<file path="config.mk">
export PLATFORM = sky130hd
export DESIGN_NAME = pc_sequencer_flat
export DESIGN_NICKNAME = d
export VERILOG_FILES = /design/src/rtl/pc_sequencer_if.sv /design/src/rtl/pc_sequencer.sv /design/src/flat_wrapper.sv
export SDC_FILE = /design/constraint.sdc
export NUM_CORES = 1
export LEC_CHECK = 0
export ABC_CLOCK_PERIOD_IN_PS = 3900
export CAP_MARGIN = 20
export CELL_PAD_IN_SITES_DETAIL_PLACEMENT = 1
export CELL_PAD_IN_SITES_GLOBAL_PLACEMENT = 1
export CORE_ASPECT_RATIO = 1.2
export CORE_MARGIN = 2
export CORE_UTILIZATION = 35
export DETAILED_ROUTE_END_ITERATION = 6
export GPL_TIMING_DRIVEN = 0
export PLACE_DENSITY_LB_ADDON = 0.1
export SETUP_SLACK_MARGIN = 0.15
export SYNTH_ARGS = -nofsm -noshare
export SYNTH_HDL_FRONTEND = slang
export SYNTH_SLANG_ARGS = --single-unit
</file>
<file path="constraint.sdc">
create_clock -name CLK -period 3.9 [get_ports CLK]
set_clock_uncertainty 0.2 [all_clocks]
set_input_delay 0.585 -clock CLK [delete_from_list [all_inputs] [get_ports CLK]]
set_output_delay 0.585 -clock CLK [all_outputs]
set_load 0.1 [all_outputs]
</file>
<file path="src/rtl/pc_sequencer_if.sv">
// Interface bundling the control-unit side of the PC sequencer.
//   master : control unit; drives Stall/PCSrc/Imm/Addr/JumpRegister and observes
//            the PC, EPC and RAS status.
//   slave  : the sequencer itself.
interface pc_sequencer_if #(
  parameter int unsigned ADDR_W = 32
);
  logic              Stall;
  logic [2:0]        PCSrc;
  logic [31:0]       Imm;
  logic [25:0]       Addr;
  logic [ADDR_W-1:0] JumpRegister;
  logic [ADDR_W-1:0] PC;
  logic [ADDR_W-1:0] PCPlus4;
  logic [ADDR_W-1:0] EPC;
  logic [4:0]        RasCount;
  logic              RasOverflow;
  logic              RasUnderflow;
  logic              AlignFault;

  modport master (
    output Stall, PCSrc, Imm, Addr, JumpRegister,
    input  PC, PCPlus4, EPC, RasCount, RasOverflow, RasUnderflow, AlignFault
  );

  modport slave (
    input  Stall, PCSrc, Imm, Addr, JumpRegister,
    output PC, PCPlus4, EPC, RasCount, RasOverflow, RasUnderflow, AlignFault
  );
endinterface

</file>
<file path="src/rtl/pc_sequencer.sv">
// Program-counter sequencer: owned PC register, stall, trap/ERET with EPC and a
// circular return-address stack for JAL/RET.
//   CLK   : clock, all state on rising edge
//   Reset : asynchronous, active-low
//   bus   : pc_sequencer_if.slave (control inputs, PC/EPC/RAS status outputs)
module pc_sequencer #(
  parameter int unsigned       ADDR_W      = 32,
  parameter logic [ADDR_W-1:0] RESET_PC    = '0,
  parameter logic [31:0]       TRAP_VECTOR = 32'h0000_0080,
  parameter int unsigned       RAS_DEPTH   = 4
) (
  input  logic           CLK,
  input  logic           Reset,
  pc_sequencer_if.slave  bus
);

  localparam int unsigned PtrW = (RAS_DEPTH > 1) ? $clog2(RAS_DEPTH) : 1;
  localparam logic [ADDR_W-1:0] TrapVec = ADDR_W'(TRAP_VECTOR);

  typedef enum logic [2:0] {
    SrcSeq  = 3'b000,
    SrcBr   = 3'b001,
    SrcJ    = 3'b010,
    SrcJr   = 3'b011,
    SrcJal  = 3'b100,
    SrcRet  = 3'b101,
    SrcTrap = 3'b110,
    SrcEret = 3'b111
  } pc_src_e;

  logic [ADDR_W-1:0] pc_q, pc_d, epc_q, epc_d;
  logic [PtrW-1:0]   top_q, top_d;
  logic [4:0]        cnt_q, cnt_d;
  logic              ovf_q, ovf_d, unf_q, unf_d, align_q, align_d;
  logic [ADDR_W-1:0] ras_q [RAS_DEPTH];
  logic              ras_we;

  logic [ADDR_W-1:0] pc_plus4, br_off, j_target;
  logic [PtrW-1:0]   ptr_inc, ptr_dec;
  logic              jr_misaligned;
  logic signed [31:0] imm_s;

  assign pc_plus4      = pc_q + ADDR_W'(4);
  assign imm_s         = bus.Imm;
  // Signed cast sign-extends the word offset to the PC width before scaling.
  assign br_off        = ADDR_W'(imm_s) << 2;
  assign j_target      = {pc_plus4[ADDR_W-1:28], bus.Addr, 2'b00};
  assign jr_misaligned = |bus.JumpRegister[1:0];
  assign ptr_inc       = (top_q == PtrW'(RAS_DEPTH - 1)) ? '0 : top_q + 1'b1;
  assign ptr_dec       = (top_q == '0) ? PtrW'(RAS_DEPTH - 1) : top_q - 1'b1;

  always_comb begin
    pc_d    = pc_q;
    epc_d   = epc_q;
    top_d   = top_q;
    cnt_d   = cnt_q;
    ovf_d   = ovf_q;
    unf_d   = unf_q;
    align_d = 1'b0;
    ras_we  = 1'b0;
    if (!bus.Stall) begin
      unique case (pc_src_e'(bus.PCSrc))
        SrcSeq: pc_d = pc_plus4;
        SrcBr:  pc_d = pc_plus4 + br_off;
        SrcJ:   pc_d = j_target;
        SrcJr: begin
          if (jr_misaligned) begin
            pc_d    = TrapVec;
            epc_d   = pc_q;
            align_d = 1'b1;
          end else begin
            pc_d = bus.JumpRegister;
          end
        end
        SrcJal: begin
          pc_d   = j_target;
          ras_we = 1'b1;
          top_d  = ptr_inc;
          // A full stack silently drops its oldest entry by wrapping the pointer.
          if (cnt_q < 5'(RAS_DEPTH)) cnt_d = cnt_q + 5'd1;
          else                       ovf_d = 1'b1;
        end
        SrcRet: begin
          if (cnt_q != 5'd0) begin
            pc_d  = ras_q[top_q];
            top_d = ptr_dec;
            cnt_d = cnt_q - 5'd1;
          end else begin
            unf_d = 1'b1;
            if (jr_misaligned) begin
              pc_d    = TrapVec;
              epc_d   = pc_q;
              align_d = 1'b1;
            end else begin
              pc_d = bus.JumpRegister;
            end
          end
        end
        SrcTrap: begin
          pc_d  = TrapVec;
          epc_d = pc_q;
        end
        SrcEret: pc_d = epc_q;
      endcase
    end
  end

  always_ff @(posedge CLK or negedge Reset) begin
    if (!Reset) begin
      pc_q    <= RESET_PC;
      epc_q   <= '0;
      top_q   <= '0;
      cnt_q   <= '0;
      ovf_q   <= 1'b0;
      unf_q   <= 1'b0;
      align_q <= 1'b0;
    end else begin
      pc_q    <= pc_d;
      epc_q   <= epc_d;
      top_q   <= top_d;
      cnt_q   <= cnt_d;
      ovf_q   <= ovf_d;
      unf_q   <= unf_d;
      align_q <= align_d;
    end
  end

  // Stack storage needs no reset; entries are only read when counted valid.
  always_ff @(posedge CLK) begin
    if (ras_we) ras_q[top_d] <= pc_plus4;
  end

  assign bus.PC           = pc_q;
  assign bus.PCPlus4      = pc_plus4;
  assign bus.EPC          = epc_q;
  assign bus.RasCount     = cnt_q;
  assign bus.RasOverflow  = ovf_q;
  assign bus.RasUnderflow = unf_q;
  assign bus.AlignFault   = align_q;

endmodule
</file>
<file path="src/flat_wrapper.sv">
// flat-port wrapper written by rule: the top's interface ports become plain ports
module pc_sequencer_flat 
#(
  parameter int unsigned       ADDR_W      = 32,
  parameter logic [ADDR_W-1:0] RESET_PC    = '0,
  parameter logic [31:0]       TRAP_VECTOR = 32'h0000_0080,
  parameter int unsigned       RAS_DEPTH   = 4
)
  (CLK, Reset, bus_Stall, bus_PCSrc, bus_Imm, bus_Addr, bus_JumpRegister, bus_PC, bus_PCPlus4, bus_EPC, bus_RasCount, bus_RasOverflow, bus_RasUnderflow, bus_AlignFault);
  pc_sequencer_if #(.ADDR_W(ADDR_W)) bus_i ();
  input  logic CLK;
  input  logic Reset;
  input wire logic [$bits(bus_i.Stall)-1:0] bus_Stall;
  input wire logic [$bits(bus_i.PCSrc)-1:0] bus_PCSrc;
  input wire logic [$bits(bus_i.Imm)-1:0] bus_Imm;
  input wire logic [$bits(bus_i.Addr)-1:0] bus_Addr;
  input wire logic [$bits(bus_i.JumpRegister)-1:0] bus_JumpRegister;
  output wire logic [$bits(bus_i.PC)-1:0] bus_PC;
  output wire logic [$bits(bus_i.PCPlus4)-1:0] bus_PCPlus4;
  output wire logic [$bits(bus_i.EPC)-1:0] bus_EPC;
  output wire logic [$bits(bus_i.RasCount)-1:0] bus_RasCount;
  output wire logic [$bits(bus_i.RasOverflow)-1:0] bus_RasOverflow;
  output wire logic [$bits(bus_i.RasUnderflow)-1:0] bus_RasUnderflow;
  output wire logic [$bits(bus_i.AlignFault)-1:0] bus_AlignFault;
  assign bus_i.Stall = bus_Stall;
  assign bus_i.PCSrc = bus_PCSrc;
  assign bus_i.Imm = bus_Imm;
  assign bus_i.Addr = bus_Addr;
  assign bus_i.JumpRegister = bus_JumpRegister;
  assign bus_PC = bus_i.PC;
  assign bus_PCPlus4 = bus_i.PCPlus4;
  assign bus_EPC = bus_i.EPC;
  assign bus_RasCount = bus_i.RasCount;
  assign bus_RasOverflow = bus_i.RasOverflow;
  assign bus_RasUnderflow = bus_i.RasUnderflow;
  assign bus_AlignFault = bus_i.AlignFault;
  pc_sequencer #(.ADDR_W(ADDR_W), .RESET_PC(RESET_PC), .TRAP_VECTOR(TRAP_VECTOR), .RAS_DEPTH(RAS_DEPTH)) u_core (.CLK(CLK), .Reset(Reset), .bus(bus_i));
endmodule
</file>
==> Yosys cells after proc, flatten, opt, wreduce, memory -nomap -nowiden <==
Memory sizes are Yosys's and may differ from the RTL's.
Index checks and enable logic that the tools add are counted.
{ "word_totals": {"ram_bits": 128, "in_bits": 96, "word_cells": 62, "memories": 1, "register_bits": 74} }
{ "mem_list": {"columns": ["name", "words", "word_bits", "read_ports", "rd_clocked_by_memory_dff", "wr", "line", "text"], "rows": [
  ["u_core.ras_q", 4, 32, 1, 0, 1, "pc_sequencer.sv:35", "logic [ADDR_W-1:0] ras_q [RAS_DEPTH];"]
]} }
{ "op_classes": {"eq_ne": 11, "add_sub_neg": 6, "bitwise_logic": 3, "n_reduce_logical": 11, "magnitude_cmp": 1, "n_mux": 22} }
{ "ops": {"columns": ["cell", "n"], "rows": [
  ["$pmux W32 S7", 1],
  ["$mux W32", 4],
  ["$pmux W32 S3", 1],
  ["$add A32 B3 Y32 const B", 1],
  ["$add A32 B32 Y32", 1],
  ["$eq A3 B3 Y1 const B", 4],
  ["$mux W5", 2],
  ["$pmux W5 S2", 1],
  ["$reduce_and A3 Y1", 3],
  ["$mux W2", 4],
  ["$mux W1", 7],
  ["$eq A3 B2 Y1 const B", 2],
  ["$add A5 B1 Y5 const B", 1],
  ["$lt A5 B3 Y1 const B", 1],
  ["$reduce_bool A5 Y1", 1],
  ["$sub A5 B1 Y5 const B", 1],
  ["$ne A2 B1 Y1 const B", 2],
  ["$pmux W2 S2", 1],
  ["$reduce_and A4 Y1", 1],
  ["$reduce_or A2 Y1", 2],
  ["$eq A3 B1 Y1 const B", 1],
  ["$logic_not A3 Y1", 1],
  ["$not A1 Y1", 3],
  ["$reduce_bool A3 Y1", 1],
  ["other kinds (7)", 7]
]} }

==> Logic depth before layout (Yosys ltp) <==
{ "logic_depth": {"ltp_word": 5, "mapped_depth": 17, "mapped_depth_nobuf": 15} }

==> Worst setup path before layout <==
Ideal clock, no wire load.
{ "synth_path": {"kind": "reg-to-reg", "startpoint": "reg u_core.pc_q[4], in the netlist u_core.bus.PC[4]", "endpoint": "reg u_core.pc_q[31], in the netlist u_core.bus.PC[31]", "t_arrival_ns": 5.916, "synth_period_minus_slack_ns": 6.240, "required_ns": 3.576, "path_buffers": 2, "stages_incl_launch_ff": 18, "setup_slack_ns": -2.340, "cell_sequence": "dfrtp_1 > and3_1 > buf_4 > and3_1 > and3_1 > buf_2 > and3_1 > nand3_1 > xnor2_1 > ha_1 > and4_1 > nor2b_1 > a311oi_1 > o32ai_1 > o21ba_2 > xor2_1 > nor2_1 > o221a_1"} }
{ "synth_between": {"elab_chain_len": 3} }
{ "synth_lines": {"columns": ["element", "line", "text"], "rows": [
  ["start: declaration", "pc_sequencer.sv:31", "logic [ADDR_W-1:0] pc_q, pc_d, epc_q, epc_d;"],
  ["start signal: assignment", "pc_sequencer.sv:118", "pc_q <= pc_d;"],
  ["$add A32 B3 Y32", "pc_sequencer.sv:43", "assign pc_plus4 = pc_q + ADDR_W'(4);"],
  ["net bus_PCPlus4[17]", "flat_wrapper.sv:19", "output wire logic [$bits(bus_i.PCPlus4)-1:0] bus_PCPlus4;"],
  ["$add A32 B32 Y32", "pc_sequencer.sv:64", "SrcBr: pc_d = pc_plus4 + br_off;"],
  ["$pmux W32 S7", "pc_sequencer.sv:62", "unique case (pc_src_e'(bus.PCSrc))"]
]} }
The timed path passes the listed nets, and every way through them passes these cells.
A chain may end at the register's enable or synchronous reset.

==> Final worst setup path <==
{ "layout_path": {"startpoint": "reg u_core.pc_q[7], in the netlist u_core.bus.PC[7]", "endpoint": "reg u_core.pc_q[31], in the netlist u_core.bus.PC[31]"} }
{ "layout_between": {"elab_chain_len": 3} }
{ "layout_lines": {"columns": ["element", "line"], "rows": [
  ["$add A32 B3 Y32 *", "pc_sequencer.sv:43"],
  ["$add A32 B32 Y32", "pc_sequencer.sv:64"],
  ["$pmux W32 S7 *", "pc_sequencer.sv:62"]
]} }
Mark *: on every way between the ends. The rest lies on a longest branch, timed or not.

==> metrics.log <==
INFO  metric status = finished, violations left
INFO  metric failed_checks = negative setup slack
INFO  metric min_path_cells = 1
INFO  metric cts-htree-levels = 1
INFO  metric min_from = u_core.bus.RasOverflow
INFO  metric finalHoldWorstSlack = approximately 0.29 ns
INFO  metric synth-edff-count = roughly 130
INFO  metric rsz0062_at_grt = true
INFO  metric initial_utilization = 0.356
INFO  metric route.detailed.drc = 0
INFO  metric irDropWorstVdd = 0.524 mV
INFO  metric worst-r2r-cell-count = 16
INFO  metric placed_area = around 15000 sq um
INFO  metric relSlewSlack = 0.273
INFO  metric fill_cells = between 3000 and 4000
INFO  metric worst_hold_path.endpoint = u_core.bus.RasOverflow
INFO  metric die_ar = between 30000 and 40000 sq um
INFO  metric utilization = 0.520
INFO  metric arrival = 4.22 ns
INFO  metric nets = between 1000 and 1500
INFO  metric worstReg2RegEnd = u_core.bus.PC[31]
INFO  metric initial_antenna_violation_count = 0
INFO  metric totalWireLength = 47700 microns
INFO  metric placeableCoreArea = around 32000 sq um
INFO  metric gr-total-overflow = 0
INFO  metric endpoint_kind = register
INFO  metric floorplan.die.height = slightly above 200 microns
INFO  metric critical_path_peak_fanout = 6
INFO  metric regToRegSetupSlack = -0.06 ns
INFO  metric grt_use_total = 0.273
INFO  metric cts_tree = built
INFO  metric post_synth.cell_area_avg = 11.5 sq um
INFO  metric drt_first_pass_iters = 5
INFO  metric timing_worst_setup_path_type = register to register
INFO  metric synth_nets = 1139
INFO  metric worst_pin_slew = 1.09 ns
INFO  metric syn-instance-count = 1001
INFO  metric power_density = about 670 nW/um^2
INFO  metric worst_r2r_startpoint = u_core.bus.PC[7]
INFO  metric ys.warnings.count = 0
INFO  metric detailedPlacementHpwl = roughly 33000 microns
INFO  metric number_of_cts_inserted_buffers = 24
INFO  metric ys.flop_type = sky130_fd_sc_hd__edfxtp_1
INFO  metric post_detailed_route_wirelength_per_cell = 27.4 microns
INFO  metric clk_pin_slew_worst_paths = approximately 0.06 ns
INFO  metric io_pins = 200
INFO  metric seqCellArea = around 5800 sq um
INFO  metric clk_lat_worst_skew = 0.52 ns
INFO  metric timing.final.max_slew_violations = 0
INFO  metric synth_cell_types = 77
INFO  metric required = around 4.2 ns
INFO  metric detail_route.iter0.violations = 740
INFO  metric viasPerCell = 5.74
INFO  metric std_cell_rows = between 70 and 80
INFO  metric timing.final.hold_violations = 0
INFO  metric diodes = 0
INFO  metric finalWorstSetupSlack = -0.0594 ns
INFO  metric drv.max_cap_violation_count = 0
INFO  metric max_clock_freq = between 200 and 300 MHz
INFO  metric mappedNetlistArea = around 11000 sq um
INFO  metric post-route-cell-area = about 17000 sq um
INFO  metric crit_share_post_route = 1.02
INFO  metric placed_cells_incl_taps = between 1500 and 2000
INFO  metric tritoncts_num_sinks = just over 200
INFO  metric grt_first_pass_wirelength = 68400 microns
INFO  metric cts-root-to-sink-buffers = 3
INFO  metric die_width = 169 microns
INFO  metric finalSetupViolCount = 1
INFO  metric final.min_clock_period = roughly 4.0 ns
INFO  metric setup.worst_path.start_class = register
INFO  metric first_global_vias = around 10000
INFO  metric yosys_register_bits = between 200 and 250
INFO  metric synth-seq-area-share = 0.496
INFO  metric layout-drive-gt1-share = 0.297
INFO  metric place.port_buffers = 195
INFO  metric cts_root_buffer = sky130_fd_sc_hd__clkbuf_16
INFO  metric globalplace.congestion = 0.849
INFO  metric layoutNonFillerInstCount = ~1700
INFO  metric grt_max_degree = 44
INFO  metric number_of_antenna_violating_nets_in_the_routed_design = 0
INFO  metric multiInputGateArea = 6420 sq um
INFO  metric area_growth = 46.1%
INFO  metric vias = between 9000 and 10000
INFO  metric worstHoldPathType = register to register
INFO  metric asyncSetResetFlopFracSynth = 0.366
INFO  metric cellLeakagePower = 6.37 nW
## worst max-delay path by stage
stage,from,to,cells past startpoint
finish,u_core.bus.PC[7],u_core.bus.PC[31],16
global route,u_core.bus.PC[7],u_core.bus.PC[31],17
CTS,u_core.bus.PC[7],u_core.bus.PC[31],16
detailed placement,u_core.top_q[1],u_core.ras_q[0][19],12
global placement,u_core.top_q[1],u_core.ras_q[2][16],11
floorplan,u_core.bus.PC[14],u_core.bus.PC[31],15
## per-stage QoR
| stage | total power, mW | worst slack (ns) | setup TNS [ns] |
|---|---|---|---|
| 6_report | 11.2 | -0.0594 | -0.0594 |
| 5_1_grt | 11.6 | -0.177 | -0.327 |
| 4_1_cts | 11.0 | -0.147 | -0.147 |
| 3_5_place_dp | 8.58 | -1.00 | -103.40 |
| 3_3_place_gp | 8.52 | -2.02 | -364.21 |
| 2_1_floorplan | 7.04 | -0.635 | -4.30 |
## power by group
group | switching, mW | internal (mW)
Sequential | 0.380 | 2.66
Clock | 0.940 | 1.26
Combinational | 4.09 | 1.88
Total | 5.41 | 5.79
## cell families (layout without fill, tap and decap cells)
logic type / count (synthesis) / in the layout / synth area share
fa+ha+maj: 65 / 65 / 0.0671
xor+xnor: 59 / 59 / 0.0457
flops: 202 / 202 / 0.496
simple gates: 236 / 236 / 0.102
buf+inv: 105 / 435 / 0.0394
mux: 67 / 67 / 0.0969
compound gates: 267 / 267 / 0.153
## layout by cell type, fill, tap and decap left out, drive strengths merged, types with 6 or more instances in the layout
cell and instances:
nor3 13, ha 40, a21o 25, clkbuf 68, a31oi 15, clkinv 13, mux4 32, nand2 85
mux2 33, xor2 23, o21bai 7, o22ai 6, buf 129, maj3 23, a221oi 26, edfxtp 128
nand3 29, xnor2 36, nor2b 7, a21oi 63, and3 12, a221o 7, nor2 54, clkdlybuf4s50 168
o211ai 8, o21ai 68, clkdlybuf4s15 7, inv 43, dfrtp 74, nand2b 7
## flip-flops by register name (all words and copies together), names as in the netlist
signal	count
u_core.bus.AlignFault	1
u_core.bus.EPC	32
u_core.bus.PC	32
u_core.bus.RasCount	5
u_core.bus.RasOverflow	1
u_core.bus.RasUnderflow	1
u_core.ras_q	128
u_core.top_q	2
## metal layers
metal / share of wire / GRT usage / vias up
met5: 0 / 0 / -
met4: 0.033 / 0.0879 / 0
met3: 0.060 / 0.0337 / 79
met2: 0.49 / 0.467 / 401
met1: 0.41 / 0.359 / 5090
li1: - / - / 4410
## area by class of cell
cell class | instances | area share
clock buffer | 30 | 0.0390
clock inverter | 14 | 0.00582
timing repair buffer | 286 | 0.166
tap | 407 | 0.0304
inverter | 43 | 0.00962
sequential | 202 | 0.344
multi-input combinational | 694 | 0.383
buffer | 62 | 0.0222
## Yosys cell counts, types with 6 or more instances
library cell	number	share of area
sky130_fd_sc_hd__a21o_1	25	0.016
sky130_fd_sc_hd__a21oi_1	63	0.027
sky130_fd_sc_hd__a221o_1	7	0.0061
sky130_fd_sc_hd__a221oi_1	25	0.019
sky130_fd_sc_hd__a31oi_1	15	0.0082
sky130_fd_sc_hd__and3_1	12	0.0065
sky130_fd_sc_hd__buf_2	19	0.0083
sky130_fd_sc_hd__clkbuf_1	30	0.0098
sky130_fd_sc_hd__dfrtp_1	74	0.16
sky130_fd_sc_hd__edfxtp_1	128	0.33
sky130_fd_sc_hd__ha_1	40	0.044
sky130_fd_sc_hd__inv_1	42	0.014
sky130_fd_sc_hd__maj3_1	23	0.020
sky130_fd_sc_hd__mux2_2	33	0.032
sky130_fd_sc_hd__mux4_2	32	0.063
sky130_fd_sc_hd__nand2_1	85	0.028
sky130_fd_sc_hd__nand2b_1	7	0.0038
sky130_fd_sc_hd__nand3_1	28	0.012
sky130_fd_sc_hd__nor2_1	52	0.017
sky130_fd_sc_hd__nor2b_1	7	0.0038
sky130_fd_sc_hd__nor3_1	12	0.0052
sky130_fd_sc_hd__o211ai_1	8	0.0052
sky130_fd_sc_hd__o21ai_0	47	0.020
sky130_fd_sc_hd__o21ai_1	21	0.0092
sky130_fd_sc_hd__o21bai_1	7	0.0046
sky130_fd_sc_hd__o22ai_1	6	0.0033
sky130_fd_sc_hd__xnor2_1	35	0.027
sky130_fd_sc_hd__xor2_1	23	0.018
## repair_timing
item	in CTS	in global routing
hold buffers	1	0
pin swaps	36	37
setup buffers	52	31
resized for setup	153	66
setup endpoints to repair	167	48
endpoints found under the hold margin	31	0
## worst max-delay path: stages, from the launching register on
cell and delay [ns]:
sky130_fd_sc_hd__dfrtp_4 0.42, sky130_fd_sc_hd__buf_8 0.11, sky130_fd_sc_hd__and4_4 0.25, sky130_fd_sc_hd__nand4_4 0.17, sky130_fd_sc_hd__or3_4 0.45, sky130_fd_sc_hd__nor2_4 0.20, sky130_fd_sc_hd__nand2_4 0.09, sky130_fd_sc_hd__xnor2_4 0.21
sky130_fd_sc_hd__ha_4 0.29, sky130_fd_sc_hd__buf_6 0.11, sky130_fd_sc_hd__nand4_1 0.12, sky130_fd_sc_hd__or3_4 0.36, sky130_fd_sc_hd__o32ai_2 0.10, sky130_fd_sc_hd__o21ba_4 0.21, sky130_fd_sc_hd__xor2_2 0.18, sky130_fd_sc_hd__o2111ai_1 0.21
sky130_fd_sc_hd__o221a_1 0.20
(Power assumes the default switching activity.)
